===== config.mk =====
export PLATFORM = sky130hd
export DESIGN_NAME = gene_feeder
export DESIGN_NICKNAME = d
export VERILOG_FILES = /design/src/rtl/gene_feeder.sv
export SDC_FILE = /design/constraint.sdc
export NUM_CORES = 1
export LEC_CHECK = 0
export BUFFER_PORTS_ARGS = -buffer_cell sky130_fd_sc_hd__buf_2
export CAP_MARGIN = 10
export CORE_MARGIN = 10
export CORE_UTILIZATION = 37
export CTS_BUF_LIST = sky130_fd_sc_hd__clkbuf_4 sky130_fd_sc_hd__clkbuf_8
export DETAILED_ROUTE_END_ITERATION = 8
export SLEW_MARGIN = 30
export SYNTH_ARGS = -nofsm -noshare
export SYNTH_HDL_FRONTEND = slang
export SYNTH_SLANG_ARGS = --single-unit

===== constraint.sdc =====
create_clock -name i_clk -period 2.6 [get_ports i_clk]
set_input_delay 0.52 -clock i_clk [delete_from_list [all_inputs] [get_ports i_clk]]
set_output_delay 0.52 -clock i_clk [all_outputs]
set_load 0.05 [all_outputs]

===== src/rtl/gene_feeder.sv =====
// Query/reference source for the PE array: buffers query A and reference B from the host,
// then streams A one base per cycle against a static B bus and holds busy while the array drains.
module gene_feeder #(
    parameter int N_PE      = 64,
    parameter int MAX_A     = 64,
    parameter int DRAIN_CYC = 20
) (
    input  logic                i_clk,
    input  logic                i_rst,
    input  logic                i_wr_valid,
    input  logic                i_wr_sel,
    input  logic [1:0]          i_wr_base,
    output logic                o_wr_ready,
    input  logic                i_clr_B,
    input  logic                i_go,
    output logic                o_start,
    output logic [1:0]          o_A,
    output logic [2*N_PE-1:0]   o_B,
    output logic                o_busy,
    output logic                o_done
);

    localparam int AW   = (MAX_A > 1) ? $clog2(MAX_A) : 1;
    localparam int BW   = (N_PE > 1) ? $clog2(N_PE) : 1;
    localparam int PAW  = $clog2(MAX_A + 1);
    localparam int PBW  = $clog2(N_PE + 1);
    localparam int CMAX = (MAX_A > DRAIN_CYC) ? MAX_A : DRAIN_CYC;
    localparam int CW   = $clog2(CMAX + 1);

    localparam logic [1:0] S_IDLE   = 2'd0;
    localparam logic [1:0] S_STREAM = 2'd1;
    localparam logic [1:0] S_DRAIN  = 2'd2;
    localparam logic [1:0] S_DONE   = 2'd3;

    logic [1:0]     state;
    logic [PAW-1:0] ptr_a;
    logic [PBW-1:0] ptr_b;
    logic [CW-1:0]  cnt;
    logic [CW-1:0]  ptr_a_ext;
    logic [1:0]     a_mem [MAX_A];
    logic [1:0]     b_mem [N_PE];

    logic idle;
    logic a_full;
    logic b_full;
    logic wr_acc;
    logic wr_a;
    logic wr_b;
    logic go_ok;

    assign idle       = (state == S_IDLE);
    assign a_full     = (ptr_a == PAW'(MAX_A));
    assign b_full     = (ptr_b == PBW'(N_PE));
    assign o_wr_ready = idle && (i_wr_sel ? !b_full : !a_full);
    assign wr_acc     = i_wr_valid && o_wr_ready;
    assign wr_a       = wr_acc && !i_wr_sel;
    // A clear in the same cycle overrides a reference write, which is then not counted as accepted.
    assign wr_b       = wr_acc && i_wr_sel && !i_clr_B;
    assign go_ok      = idle && i_go && (ptr_a != '0) && !(wr_a || wr_b);
    assign ptr_a_ext  = CW'(ptr_a);
    assign o_busy     = (state == S_STREAM) || (state == S_DRAIN);

    for (genvar k = 0; k < N_PE; k++) begin : g_bbus
        assign o_B[2*k +: 2] = b_mem[k];
    end

    // Query storage carries no reset; only the write pointer defines valid contents.
    always_ff @(posedge i_clk) begin
        if (wr_a) begin
            a_mem[ptr_a[AW-1:0]] <= i_wr_base;
        end
    end

    always_ff @(posedge i_clk) begin
        if (i_rst) begin
            state   <= S_IDLE;
            ptr_a   <= '0;
            ptr_b   <= '0;
            cnt     <= '0;
            o_start <= 1'b0;
            o_A     <= '0;
            o_done  <= 1'b0;
            for (int k = 0; k < N_PE; k++) begin
                b_mem[k] <= '0;
            end
        end else begin
            o_done <= 1'b0;
            case (state)
                S_IDLE: begin
                    if (i_clr_B) begin
                        ptr_b <= '0;
                        for (int k = 0; k < N_PE; k++) begin
                            b_mem[k] <= '0;
                        end
                    end else if (wr_b) begin
                        b_mem[ptr_b[BW-1:0]] <= i_wr_base;
                        ptr_b                <= ptr_b + 1'b1;
                    end
                    if (wr_a) begin
                        ptr_a <= ptr_a + 1'b1;
                    end
                    // First base is registered on the go edge; cnt then tracks the next index to present.
                    if (go_ok) begin
                        state   <= S_STREAM;
                        o_start <= 1'b1;
                        o_A     <= a_mem[0];
                        cnt     <= CW'(1);
                    end
                end
                S_STREAM: begin
                    if (cnt == ptr_a_ext) begin
                        state   <= S_DRAIN;
                        o_start <= 1'b0;
                        o_A     <= '0;
                        cnt     <= '0;
                    end else begin
                        o_A <= a_mem[cnt[AW-1:0]];
                        cnt <= cnt + 1'b1;
                    end
                end
                S_DRAIN: begin
                    if (cnt == CW'(DRAIN_CYC - 1)) begin
                        state  <= S_DONE;
                        o_done <= 1'b1;
                        cnt    <= '0;
                    end else begin
                        cnt <= cnt + 1'b1;
                    end
                end
                S_DONE: begin
                    ptr_a <= '0;
                    state <= S_IDLE;
                end
                default: begin
                    state <= S_IDLE;
                end
            endcase
        end
    end

endmodule

==> reports/results.txt, run 1 <==
Antenna violations before repair: 1
RSZ-0062 raised after global routing: no
Hold WS: 275 ps
Port Buffers: 141
# rows: 66
Latest clock arrival within the worst-skew pair: 580 ps
H-Tree Depth: 2
Mapped Cells: 931
Total number of vias: 8131
Number of synthesized flops with an enable pin: 256
Final non-filler cell total: 1590
Hold wc startpoint: i_rst
Core area: 0.0325 mm²
Die height: 201 µm
P&R area growth vs syn: 20.6%
Floorplan die width: 201 µm
Remaining DRCs: 0
Peak Freq: 0.404 GHz
Vias per inst: 5.11
First-pass GRT wire length: 47100 µm
Worst hold path type: input port to register
Utilization after layout: 45.2%
Asr flop ratio synth: 0%
Crit Path Class: register to primary output
Critical Path Sink Type: primary output
Startpoint Class: register
Post-Place Cells: 1497
Prevailing post-synth register cell: edfxtp_1
P per Cell Area: 780 mW/mm²
Synthesized area per cell: 13.1 µm²
Detail Route Antenna Nets: 0
Synth Net Count: 949
Total CTS buffers: 49
Max Cap Violations: 0
Post-synthesis sequential area ratio: 68.5%
Drt initial violations: 609
Drt wl/cell: 19.4 µm
Slew @ Worst Pin: 683 ps
DIE AREA: 0.0406 mm²
Clock transition at path regs: 60 ps
Area of the mapped netlist: 0.0122 mm²
R2r setup slk: 180 ps
Yosys warns: 0
Number of global-route vias before repair: 8069
WHS Path Cells: 2
Number of failing hold endpoints at the final stage: 0
Worst Reg-to-Reg Cells: 10
Crit share post-route: 95.2%
CTS tree: yes
Clk buf depth: 3
Slew Limit Headroom: 54.4%
Largest net degree at the start of global routing: 66
Nets@finish: 1125
Outcome: finished, final reports clean
Final setup fails: 0
Hpwl dp: 20800 µm
Drt total wl: 30800 µm
DRT Pass-1 Iters: 5
Worst Hold End: ptr_b[3]
FF-to-FF End: a_mem[14][1]
Register bit total from synthesis: 289
Synth cell types: 60
# IOs: 142
Root Driver: clkbuf_8
Layout cells sized above 1: 27.6%
Crit path DAT: 1950 ps
Crit Path Max Fanout: 5
Gr usage total: 14.7%
Leakage power: 5.22 nW
Max-slew violations: 0
CTS Sinks: 289
Gr ovfl total: 0
Reg2reg start: state[1]
Worst Clk Skew: 33.2 ps
Final RePlAce weighted congestion: 0.825
Initial core utilization: 37.4%
Worst EP required: 2080 ps
Peak VDD IR: 0.401 mV
Final Critical Period: 2470 ps
==> power by group <==
group | switching [mW] | internal, mW | leakage [nW]
combinational | 1.38 | 0.396 | 1.86
sequential | 0.110 | 5.31 | 2.83
clock | 1.88 | 2.37 | 0.534
total | 3.37 | 8.08 | 5.22
==> routing by layer <==
metal	up-vias	GRT usage, %	routed length [µm]
li1	3796	-	-
met1	3986	19.3	13500
met2	289	23.6	14400
met3	60	3.28	2210
met4	0	4.99	762
met5	-	0	0
==> worst max path at each step <==
stage,end,cells past startpoint,start
after global routing,a_mem[8][1],10,state[1]
after global placement,a_mem[19][0],9,i_wr_sel
after CTS,o_wr_ready,7,state[0]
after floorplan,b_mem[43][0],9,ptr_a[1]
after detailed placement,a_mem[16][0],9,i_wr_sel
final,o_wr_ready,7,state[1]
==> cell type report <==
type                       count  area (µm²)
inverter                      17        63.8
multi-input combinational    564        3510
fill                        2989       17800
timing repair buffer         186        1190
clock inverter                30         254
tap                          442         553
clock buffer                  61         771
sequential                   289        8350
antenna                        1        2.50
==> flip-flops by register name, summed over array words and instances (netlist names), named ones only <==
name / flops
ptr_a: 7
o_start: 1
b_mem: 128
o_done: 1
ptr_b: 7
o_A: 2
a_mem: 128
cnt: 7
state: 2
==> logic make-up after synthesis <==
family          after synthesis  synth area share [%]
simple gates                362                  13.2
xor+xnor                     11                 0.791
buf+inv                      78                  2.76
flops                       289                  68.5
fa+ha+maj                    10                  1.03
compound gates              132                  6.72
mux                          49                  6.95
==> cells in the mapped netlist (3+ instances only) <==
cell type	count	share of area (%)
inv_1	17	0.52
o32ai_1	6	0.43
mux2i_1	16	1.3
dfxtp_1	33	5.4
nor2b_1	8	0.41
ha_1	10	1.0
nand2_1	47	1.4
mux2_2	5	0.46
a31oi_1	8	0.41
buf_1	9	0.28
a221oi_1	3	0.22
mux4_2	28	5.2
nand3b_1	4	0.25
nor2_1	220	6.8
and2_1	5	0.26
xnor2_1	8	0.58
o22ai_1	3	0.15
nor3_1	8	0.33
a211oi_1	3	0.18
a21oi_1	16	0.66
edfxtp_1	256	63
clkbuf_1	27	0.83
nor3b_1	3	0.18
o21ai_0	71	2.9
xor2_1	3	0.22
buf_2	20	0.82
buf_4	5	0.31
or3_1	7	0.36
nand4_1	6	0.31
nand3_1	27	1.1
and3_1	9	0.46
==> per-stage QoR <==
stage	cell area, µm²	power (mW)	setup TNS, ps	worst slack (ps)
floorplan	12200	6.77	0	291
global placement	13600	7.29	0	27.7
detailed placement	13600	7.30	-457	-54.5
CTS	14700	11.5	0	50.5
global route	14700	11.9	0	2.10
finish	14700	11.5	0	126
==> critical path, stage by stage, from the launching register on <==
cell and delay, ps:
dfxtp_1 340, inv_1 110, ha_1 170, inv_1 90, a41oi_4 200, buf_4 160
and2_1 160, buf_6 170
==> layout by cell type, fill, tap and decap left out, types with 10 or more instances in the layout <==
cell type	count
inv_1	16
dfxtp_1	32
buf_12	11
mux4_2	28
buf_2	140
nand3_1	27
clkinv_2	10
nor2_1	220
mux2i_1	16
ha_1	10
buf_4	34
edfxtp_1	256
clkbuf_8	50
o21ai_0	71
clkbuf_4	11
a21oi_1	15
clkinv_1	11
nand2_1	47
==> what timing repair did <==
action	CTS	global route
resized for setup	1	2
setup endpoints to repair	1	19
pin swaps	0	0
hold buffers	0	0
buffers inserted	0	1
No activity file was read; power rests on OpenSTA's default activity.
==> run 2: changes to the inputs <==
--- a/config.mk
+++ b/config.mk
@@ -8,7 +8,7 @@
 export BUFFER_PORTS_ARGS = -buffer_cell sky130_fd_sc_hd__buf_2
 export CAP_MARGIN = 10
 export CORE_MARGIN = 10
-export CORE_UTILIZATION = 37
+export CORE_UTILIZATION = 30
 export CTS_BUF_LIST = sky130_fd_sc_hd__clkbuf_4 sky130_fd_sc_hd__clkbuf_8
 export DETAILED_ROUTE_END_ITERATION = 8
 export SLEW_MARGIN = 30
==> reports/results.txt, run 2 (synthesis results as in run 1) <==
Drt initial violations: 935
Seq pwr share: 47.7%
Drt wl/cell: 19.5 µm
RSZ-0062 raised after global routing: no
Worst Reg-to-Reg Cells: 9
CTS Sinks: 289
Detail Route Antenna Nets: 0
Nets@finish: 1129
DIE AREA: 0.0491 mm²
H-Tree Depth: 2
Post-Place Cells: 1584
Core area: 0.0399 mm²
Vias per inst: 4.99
Crit path DAT: 1950 ps
Total power draw: 11.4 mW
Slew Limit Headroom: 51.3%
Number of global-route vias before repair: 8278
Most frequent cells in the layout: edfxtp_1, nor2_1, buf_2
Final WS setup: 130 ps
Final non-filler cell total: 1672
CTS tree: yes
Root Driver: clkbuf_8
Port Buffers: 141
First-pass GRT wire length: 49800 µm
Total number of vias: 8342
DRT Pass-1 Iters: 5
Leakage power: 5.23 nW
Post-route cell area: 0.0148 mm²
Crit Path Max Fanout: 4
Clk buf depth: 3
Grt met3 use: 2.90%
Floorplan die width: 222 µm
Worst Clk Skew: 24.6 ps
Drt total wl: 32600 µm
Sw Ratio: 29.1%
Hpwl dp: 22200 µm
Clock power frac: 36.7%
Number of failing hold endpoints at the final stage: 0
Startpoint Class: register
Final Critical Period: 2470 ps
Layout cells sized above 1: 28.3%
Met1 Use GR: 16.7%
Gr ovfl total: 0
Final setup fails: 0
Max-slew violations: 0
Most common cell after layout, fill and taps aside: edfxtp_1
Comb pwr share: 15.6%
Hold_buf cts: 0
# IOs: 142
Worst hold path type: input port to register
Initial core utilization: 30.5%
Met2 Usage GRT: 20.6%
WHS Path Cells: 2
Most Crowded Layer GR: met2
Largest net degree at the start of global routing: 66
Peak VDD IR: 0.316 mV
Final RePlAce weighted congestion: 0.802
Latest clock arrival within the worst-skew pair: 560 ps
Critical Path Sink Type: primary output
Outcome: finished, final reports clean
Setup WS pre-CTS: -5.92 ps
Cell internal pwr: 8.07 mW
Antenna violations before repair: 0
P per Cell Area: 769 mW/mm²
N_diodes: 0
FILL cells: 3764
Max Cap Violations: 0
Remaining DRCs: 0
Peak Freq: 0.405 GHz
Slew @ Worst Pin: 728 ps
Post-DP Area: 0.0138 mm²
Total CTS buffers: 48
Worst EP required: 2080 ps
# rows: 73
Crit share post-route: 95.0%
Gr usage total: 12.7%
Sw power: 3.32 mW
P&R area growth vs syn: 21.5%
Crit Path Class: register to primary output
Die height: 222 µm
Clock transition at path regs: 60 ps
Utilization after layout: 37.1%
run 2: changes by cell type in the layout (fill, tap and decap cells not counted), sizes merged:
cell,previous run,this run
bufinv,4,3
diode,1,0
clkinv,21,12
clkbuf,61,68
inv,19,17
buf,186,191
run 2: final cells by class:
type | instances | area (µm²) | share of cell area [%]
repair buffers | 191 | 1200 | 8.13
well taps | 525 | 657 | 4.44
flip-flops and latches | 289 | 8350 | 56.4
clock buffers | 68 | 836 | 5.64
multi-input cells | 564 | 3540 | 23.9
clock inverters | 18 | 161 | 1.09
inverters | 17 | 63.8 | 0.431
run 2: what timing repair did:
item,4_1_cts,5_1_grt
endpoints found under the setup margin,1,77
resized for setup,2,10
buffers inserted,0,2
run 2: worst max-delay path: stages, from the launching register on:
cell	delay, ps
dfxtp_1	350
inv_2	90
ha_1	160
inv_1	90
a41oi_4	240
buf_6	140
and2_1	150
buf_6	170
run 2: metrics by stage:
step                setup TNS, ps  hold slack [ps]
global placement                0              506
finish                          0              282
detailed placement          -11.8              514
CTS                             0              262
floorplan                       0              496
global route                    0              275
run 2: power groups by stage:
stage | registers (mW) | clock network, mW | logic, mW
global route | 5.45 | 4.48 | 1.88
finish | 5.43 | 4.18 | 1.78
floorplan | 6.25 | 0 | 0.525
global placement | 5.53 | 0 | 1.77
detailed placement | 5.53 | 0 | 1.78
CTS | 5.43 | 4.25 | 1.79
run 2: routing by layer:
metal	vias to the layer above	wire (µm)
li1	3801	-
met1	4119	14100
met2	365	15400
met3	57	2460
met4	0	664
met5	-	0
run 2: final timing paths:
check                start          end  slack [ps]
setup reg to reg  state[1]  b_mem[1][1]         250
hold / removal       i_rst     ptr_b[3]         280
setup / recovery  state[1]   o_wr_ready         130
hold reg to reg    o_start      o_start         530
==> run 3: changes to the inputs <==
==> constraint.sdc (replaced) <==
create_clock -name i_clk -period 2.6 [get_ports i_clk]
set_input_delay 0.13 -clock i_clk [delete_from_list [all_inputs] [get_ports i_clk]]
set_output_delay 0.13 -clock i_clk [all_outputs]
set_load 0.05 [all_outputs]
==> reports/results.txt, run 3 (synthesis results as in run 1) <==
Final setup fails: 0
Clock transition at path regs: 60 ps
Worst EP required: 2810 ps
Crit share post-route: 95.0%
Vias per inst: 5.01
Peak Freq: 0.405 GHz
Crit path launch: state[0]
Number of failing hold endpoints at the final stage: 0
Final RePlAce weighted congestion: 0.818
Sw power: 3.23 mW
Hpwl dp: 21700 µm
Cell internal pwr: 7.72 mW
Final non-filler cell total: 1664
Worst Clk Skew: 28.1 ps
Post-DP Area: 0.0137 mm²
Gr usage total: 12.7%
Sw Ratio: 29.5%
CTS tree: yes
Setup_tns: 0 ps
Largest net degree at the start of global routing: 66
WHS Path Cells: 1
Initial core utilization: 30.5%
Reg2reg start: state[0]
DRT Pass-1 Iters: 5
Slew Limit Headroom: 49.9%
P per Cell Area: 749 mW/mm²
Total number of vias: 8329
Comb pwr share: 16.1%
Critical Path Sink Type: register
Most frequent cells in the layout: edfxtp_1, nor2_1, buf_2
Worst Reg-to-Reg Cells: 11
First-pass GRT wire length: 49500 µm
Nets@finish: 1122
Crit Path Max Fanout: 8
Remaining DRCs: 0
Drt wl/cell: 19.4 µm
CTS Sinks: 289
Die height: 222 µm
Post-Place Cells: 1577
Drt total wl: 32300 µm
Floorplan die width: 222 µm
Root Driver: clkbuf_8
R2r setup slk: 130 ps
Worst setup path endpoint: a_mem[21][1]
Startpoint Class: register
Hold WS: 74.2 ps
Number of global-route vias before repair: 8226
Layout cells sized above 1: 28.0%
Detail Route Antenna Nets: 0
Outcome: finished, final reports clean
Seq pwr share: 49.6%
Peak VDD IR: 0.423 mV
Utilization after layout: 36.6%
Total CTS buffers: 46
DIE AREA: 0.0491 mm²
N_diodes: 0
Worst hold path type: input port to register
Gr ovfl total: 0
Crit path DAT: 2680 ps
Setup WS pre-CTS: -2.61 ps
H-Tree Depth: 2
FF-to-FF End: a_mem[21][1]
Final WS setup: 130 ps
Clock power frac: 34.3%
# rows: 73
Port Buffers: 141
Slew @ Worst Pin: 749 ps
# IOs: 142
Post-route cell area: 0.0146 mm²
Clk buf depth: 3
Leakage power: 5.13 nW
Drt initial violations: 856
Most common cell after layout, fill and taps aside: edfxtp_1
Core area: 0.0399 mm²
Antenna violations before repair: 0
Max-slew violations: 0
P&R area growth vs syn: 20.0%
Max Cap Violations: 0
Total power draw: 11.0 mW
Crit Path Class: register to register
RSZ-0062 raised after global routing: yes
Final Critical Period: 2470 ps
Latest clock arrival within the worst-skew pair: 550 ps
-- run 3: cell count changes in the layout (fill, tap and decap cells not counted), sizes merged --
cell,change
clkinv,+2
dlygate4sd3,+1
clkinvlp,-2
bufinv,-3
buf,-6
-- run 3: final cells by class --
| class | instances | area [µm²] |
|---|---|---|
| Clock buffer | 68 | 823 |
| Multi-Input combinational cell | 564 | 3540 |
| Clock inverter | 15 | 66.3 |
| Inverter | 17 | 63.8 |
| Timing Repair Buffer | 186 | 1120 |
| Tap cell | 525 | 657 |
| Fill cell | 3841 | 25300 |
| Sequential cell | 289 | 8350 |
-- run 3: critical path: stages, from the launching register on --
cell	delay, ps
dfxtp_1	330
inv_1	130
ha_1	190
inv_1	80
a41oi_4	230
nand3_2	150
buf_4	180
nor3_1	200
buf_4	210
nand3b_1	80
buf_4	180
nor2_1	170
-- run 3: repair_timing --
action,in CTS,in global routing
gates resized for setup,0,13
hold endpoints to repair,6,0
setup endpoints to repair,16,165
buffers inserted,1,2
pin swaps,0,0
cloned,0,0
hold buffers,1,0
-- run 3: metal layers --
metal	routed length, µm	share of wire [%]	global-route usage (%)
met5	0	0	0
met4	835	2.6	4.44
met3	2540	7.9	2.83
met2	15000	46	19.9
met1	14000	43	16.9
-- run 3: power by group through the flow --
stage               Clock (mW)  Sequential, mW  Combinational, mW
floorplan                    0            6.25              0.525
global placement             0            5.53               1.75
detailed placement           0            5.53               1.77
CTS                       3.85            5.43               1.77
global route              4.06            5.45               1.88
finish                    3.75            5.43               1.77
-- run 3: how the worst min path moves through the flow --
stage	start	slack [ps]	endpoint
6_report	i_wr_base[1]	70	a_mem[30][1]
5_1_grt	i_wr_base[1]	50	a_mem[30][1]
4_1_cts	i_wr_base[1]	50	a_mem[30][1]
3_5_place_dp	i_rst	490	ptr_b[0]
3_3_place_gp	i_rst	480	ptr_b[0]
2_1_floorplan	i_wr_base[0]	230	a_mem[0][0]
